==> config.mk <==
export PLATFORM = sky130hd
export DESIGN_NAME = pipeline_issue_scoreboard
export DESIGN_NICKNAME = d
export VERILOG_FILES = /design/src/rtl/pipeline_issue_scoreboard.sv
export SDC_FILE = /design/constraint.sdc
export NUM_CORES = 1
export LEC_CHECK = 0
export BUFFER_PORTS_ARGS = -buffer_cell sky130_fd_sc_hd__buf_2
export CAP_MARGIN = 20
export CELL_PAD_IN_SITES_DETAIL_PLACEMENT = 1
export CELL_PAD_IN_SITES_GLOBAL_PLACEMENT = 2
export CORE_MARGIN = 5
export CORE_UTILIZATION = 35
export DETAILED_ROUTE_END_ITERATION = 16
export PLACE_DENSITY_LB_ADDON = 0.1
export SLEW_MARGIN = 20
export SYNTH_ARGS = -nofsm -noshare
export SYNTH_HDL_FRONTEND = slang
export SYNTH_SLANG_ARGS = --single-unit
==> constraint.sdc <==
create_clock -name clk -period 3.73 [get_ports clk]
set_input_delay 0.746 -clock clk [delete_from_list [all_inputs] [get_ports clk]]
set_output_delay 0.746 -clock clk [all_outputs]
set_load 0.05 [all_outputs]
==> src/rtl/pipeline_issue_scoreboard.sv <==
`default_nettype none
// ============================================================================
// Module   : pipeline_issue_scoreboard
// Purpose  : Issue controller for the 5-stage pipeline. Keeps one busy bit per
//            architectural register for writes that are in flight, counts
//            issued-but-unretired instructions, and decides each cycle whether
//            the decode-stage instruction may advance to execute. Stalls on
//            RAW, WAW and in-flight-limit hazards.
// Ports    : clk, rst (async, active-high), clk_enable (global step enable)
//            i_dec_*      decode-stage instruction (sources s/t, destination)
//            i_wb_*       instruction retiring from writeback
//            i_flush      discard all in-flight tracking
//            o_issue      decode advances this cycle (combinational)
//            o_stall      decode holds a valid instruction that cannot issue
//            o_busy_mask  registered scoreboard, bit r = write to r pending
//            o_in_flight  issued-not-retired count
//            o_err        sticky underflow / clear-of-idle-register flag
// Revision : 1.0 - initial release
// ============================================================================
module pipeline_issue_scoreboard #(
  parameter int NUM_REGS       = 32,
  parameter int REG_ADDR_WIDTH = 5,
  parameter int MAX_IN_FLIGHT  = 4,
  localparam int CNT_W         = $clog2(MAX_IN_FLIGHT + 1)
) (
  input  logic                      clk,
  input  logic                      rst,
  input  logic                      clk_enable,
  input  logic                      i_dec_valid,
  input  logic                      i_dec_s_used,
  input  logic [REG_ADDR_WIDTH-1:0] i_dec_s_addr,
  input  logic                      i_dec_t_used,
  input  logic [REG_ADDR_WIDTH-1:0] i_dec_t_addr,
  input  logic                      i_dec_wr_en,
  input  logic [REG_ADDR_WIDTH-1:0] i_dec_wr_addr,
  input  logic                      i_wb_valid,
  input  logic                      i_wb_wr_en,
  input  logic [REG_ADDR_WIDTH-1:0] i_wb_wr_addr,
  input  logic                      i_flush,
  output logic                      o_issue,
  output logic                      o_stall,
  output logic [NUM_REGS-1:0]       o_busy_mask,
  output logic [CNT_W-1:0]          o_in_flight,
  output logic                      o_err
);

  localparam logic [CNT_W-1:0] c_max_cnt = CNT_W'(MAX_IN_FLIGHT);
  localparam logic [CNT_W-1:0] c_one     = CNT_W'(1);

  // Register 0 is hard-wired zero; addresses beyond NUM_REGS have no storage.
  // Neither is ever tracked, so they never create hazards.
  function automatic logic tracked(input logic [REG_ADDR_WIDTH-1:0] a);
    return (a != '0) && (int'(a) < NUM_REGS);
  endfunction

  logic [NUM_REGS-1:0] busy_q, busy_d;
  logic [CNT_W-1:0]    cnt_q, cnt_d;
  logic                err_q, err_d;

  logic w_raw_s, w_raw_t, w_waw, w_full;
  logic w_set, w_clr;

  // Hazard detection looks only at registered state: a register freed by
  // writeback this cycle still reads as busy until the next edge.
  always_comb begin
    w_raw_s = i_dec_s_used && tracked(i_dec_s_addr) && busy_q[i_dec_s_addr];
    w_raw_t = i_dec_t_used && tracked(i_dec_t_addr) && busy_q[i_dec_t_addr];
    w_waw   = i_dec_wr_en  && tracked(i_dec_wr_addr) && busy_q[i_dec_wr_addr];
    w_full  = (cnt_q == c_max_cnt);
    o_issue = clk_enable && !rst && !i_flush && i_dec_valid &&
              !w_raw_s && !w_raw_t && !w_waw && !w_full;
    o_stall = i_dec_valid && !o_issue && !rst;
    w_set   = o_issue && i_dec_wr_en && tracked(i_dec_wr_addr);
    w_clr   = i_wb_valid && i_wb_wr_en && tracked(i_wb_wr_addr);
  end

  always_comb begin
    busy_d = busy_q;
    cnt_d  = cnt_q;
    err_d  = err_q;
    if (clk_enable) begin
      if (i_flush) begin
        // Flush wins over any retire presented in the same cycle; o_issue is
        // already forced low, and the error flag is left alone.
        busy_d = '0;
        cnt_d  = '0;
      end else begin
        if (w_clr) begin
          if (busy_q[i_wb_wr_addr]) begin
            busy_d[i_wb_wr_addr] = 1'b0;
          end else begin
            err_d = 1'b1;
          end
        end
        // Applied after the clear so a same-register set/clear leaves it set.
        if (w_set) begin
          busy_d[i_dec_wr_addr] = 1'b1;
        end
        if (o_issue && !i_wb_valid) begin
          cnt_d = cnt_q + c_one;
        end else if (!o_issue && i_wb_valid) begin
          if (cnt_q == '0) begin
            err_d = 1'b1;
          end else begin
            cnt_d = cnt_q - c_one;
          end
        end
      end
    end
  end

  always_ff @(posedge clk or posedge rst) begin
    if (rst) begin
      busy_q <= '0;
      cnt_q  <= '0;
      err_q  <= 1'b0;
    end else begin
      busy_q <= busy_d;
      cnt_q  <= cnt_d;
      err_q  <= err_d;
    end
  end

  assign o_busy_mask = busy_q;
  assign o_in_flight = cnt_q;
  assign o_err       = err_q;

endmodule
`default_nettype wire

==> flow_summary.yaml <==
power:
  power.internal_uw: 659.8
  vdd_drop_max_mv: 0.1375
  pwr-share-seq_pct: 41.2
  leakagePower_uw: 0.001572
  pwr-share-comb_pct: 29.2
  clkPwrFrac_pct: 29.6
  switchingPower_uw: 390.1
  switching_share_pct: 37.16
  powerDensity_nw_per_um2: 288.4
finish:
  drive_above_1_share_pct: 36.07
  area_delta_synth_final_pct: 17.92
  final_cells: 474
  nets: 396
  diodes: 0
global_route:
  grt_pass1_wl_mm: 18.92
  gr-total-overflow: 0
  global_route.usage.met3_pct: 3.104
  antenna_found_initial: 0
  use_met2_pct: 36.89
  top_usage_layer: "met2"
  track_usage_pct: 22.20
  grt_max_degree: 38
  grt_pass1_vias: 3109
  use_met1_pct: 31.73
synthesis:
  synth_cell_types: 56
  ys.flop_type: "dfrtp_1"
  ys_ff_latch: 36
  synth_async_sr_flop_share_pct: 100.0
  avgSynthCellArea_um2: 10.36
  synth_seq_area_share_pct: 29.19
  synthesis.area_um2: 3087
  syn_inst: 298
  synth_edf_count: 0
  yosysWarnings: 0
  synth_nets: 329
place:
  pre_cts_ws_ps: -11.39
  place_inst: 466
  globalplace.congestion: 0.8829
  dp_hpwl_mm: 9.082
  place.port_buffers: 67
clock_tree:
  path_clk_slew_ps: 80
  cts_setup_buffers: 0
  cts_buffer_depth: 2
  h-tree-depth: 2
  numCtsBuffers: 5
  tritoncts: "done"
  cts_root_buf: "clkbuf_8"
  clock_sinks: 36
  clk_latency_ps: 290
  cts_hold_buf: 0
routing:
  routed_wl_mm: 12.08
  wl_per_cell_um: 25.49
  vias: 2917
  drt_pass1_iterations: 4
  ant_nets: 0
  drc_errors: 0
  via_per_inst: 6.154
  dr.first_iter.drc_count: 190
setup_path:
  worst_r2r_endpoint: "o_in_flight[1]$_DFFE_PP0P_"
  crit_path_max_incr_delay_ps: 440
  crit_buf_inv: 2
  cp_cell_sequence: "buf_2, mux2_1, a221oi_1, nor4_1, a2111oi_4, nand3_4, and3_1, buf_2"
  regToRegSetupSlack_ps: 550
  rr_startpoint: "o_busy_mask[11]$_DFFE_PP0P_"
  critPathSlowestCell: "a2111oi_4"
  cp_common_cell: "buf_2"
  worstPathRequired_ps: 2980
  arrival_ps: 2800
  criticalPathCategory: "in2out"
  r2r_cells: 11
  endpoint_kind: "output port"
  path_max_fanout: 8
  cp-start-kind: "input port"
  cp_top_family: "compound AO/OA/AOI/OAI gates"
run_status:
  status: "finished, final reports clean"
worst_hold_path:
  whs_endpoint: "o_err$_DFFE_PP0P_"
  hold_start: "o_err$_DFFE_PP0P_"
  worstHoldPathType: "reg2reg"
  hold_path_depth: 1
timing:
  max_slew_margin_pct: 55.24
  period_share_pct: 94.94
  finalHoldViolations: 0
  worst_pin_slew_ps: 665.3
  max_freq_ghz: 0.2824
  fin_skew_ps: 10.26
  rsz0062_at_grt: "no"
  min_period_ps: 3541
  finalMaxSlewViolations: 0
  setup_violations: 0
  holdWs_ps: 494.7
  worst_slack_ps: 188.9
floorplan:
  die_h_um: 103.9
  die_x_um: 103.9
  core_area_um2: 8678
  dieArea_um2: 10800
  ios: 68
  rows: 34
  initial_core_util_pct: 35.57
job:
  maxCapViolations: 0
## cells in the final DEF (no fill, tap or decap), types with 4 or more instances in the layout
cell type  instances
o211ai_1          26
nand2_1           20
inv_1              8
nor2_1            15
dfrtp_1           36
nand2b_1           7
clkbuf_8           6
nand3b_1           5
mux4_2            26
mux2i_1           17
nor2b_1           16
nand3_1           13
buf_4             12
o21ai_2            8
buf_2             67
o2bb2ai_1          4
o21ai_0           19
## area by class of cell
type	instances	area [um^2]
Fill cell	1020	5039
Multi-Input combinational cell	234	2047
Sequential cell	36	900.9
Timing Repair Buffer	79	425.4
Tap cell	108	135.1
Clock buffer	7	86.33
Inverter	9	37.54
Clock inverter	1	7.507
## cell usage after synthesis, types with 8 or more instances
library cell | count | area share [%]
nand3_1 | 13 | 2.1
nand2_1 | 21 | 2.6
dfrtp_1 | 36 | 29
inv_1 | 9 | 1.1
mux2i_1 | 17 | 5.5
mux4_2 | 26 | 19
o21ai_2 | 8 | 2.3
nor2_1 | 15 | 1.8
nor2b_1 | 16 | 3.2
o21ai_0 | 19 | 3.1
clkbuf_1 | 8 | 0.97
o211ai_1 | 26 | 6.3
## routing by layer
layer / wire (um) / part of all wire, %
met2: 5870 / 49
met4: 76 / 0.63
met3: 645 / 5.3
met5: 0 / 0
met1: 5489 / 45
## worst reg2reg max path, delay by kind of cell, from the launching register on
| family | cells | cell delay (ps) |
|---|---|---|
| adders and majority gates | 1 | 430 |
| and+or+nand+nor | 6 | 1070 |
| muxes | 1 | 510 |
| DFF | 1 | 490 |
| AOI/OAI and AO/OA | 3 | 580 |
## power by group through the flow
stage,Sequential [uW],Combinational (uW),Clock [uW]
floorplan,484,172,0
global placement,439,304,0
detailed placement,439,307,0
CTS,432,308,313
global route,435,339,325
finish,433,306,311
## state kept, by name, indices dropped and copies added, names as in the netlist
register,cells
o_busy_mask,32
o_in_flight,3
o_err,1
## cell families (layout without fill, tap and decap cells)
kind of cell	count (synthesis)	count (layout)	share of synthesized area [%]
flip-flops	36	36	29.19
buffers and inverters	28	96	4.823
multiplexers	47	47	26.06
XOR/XNOR	2	2	0.5676
AO/OA/AOI/OAI	81	81	19.70
AND/OR/NAND/NOR	103	103	19.01
adder cells (fa/ha/maj)	1	1	0.6486
## timing repair
item,in CTS,in global routing
gates resized for setup,0,1
hold endpoints to repair,0,0
endpoints found under the setup margin,0,1
## through the flow
step	setup TNS [ps]	cell area (um^2)	power [uW]	util, %
6_report	0	3640	1050	41.94
5_1_grt	0	3640	1099	41.94
4_1_cts	0	3630	1053	41.83
3_5_place_dp	-11.39	3536	745.8	40.74
3_3_place_gp	0	3536	742.6	40.74
2_1_floorplan	0	3090	656.1	-
## how the worst max path moves through the flow
stage	depth (start not counted)	to	startpoint
finish	8	o_stall	i_dec_t_addr[1]
global route	8	o_stall	i_dec_t_addr[0]
CTS	8	o_stall	i_dec_t_addr[1]
detailed placement	12	o_in_flight[1]$_DFFE_PP0P_	i_dec_t_addr[0]
global placement	12	o_in_flight[1]$_DFFE_PP0P_	i_dec_wr_addr[0]
floorplan	12	o_in_flight[1]$_DFFE_PP0P_	i_dec_t_addr[0]
No activity file was read; power rests on OpenSTA's default activity.
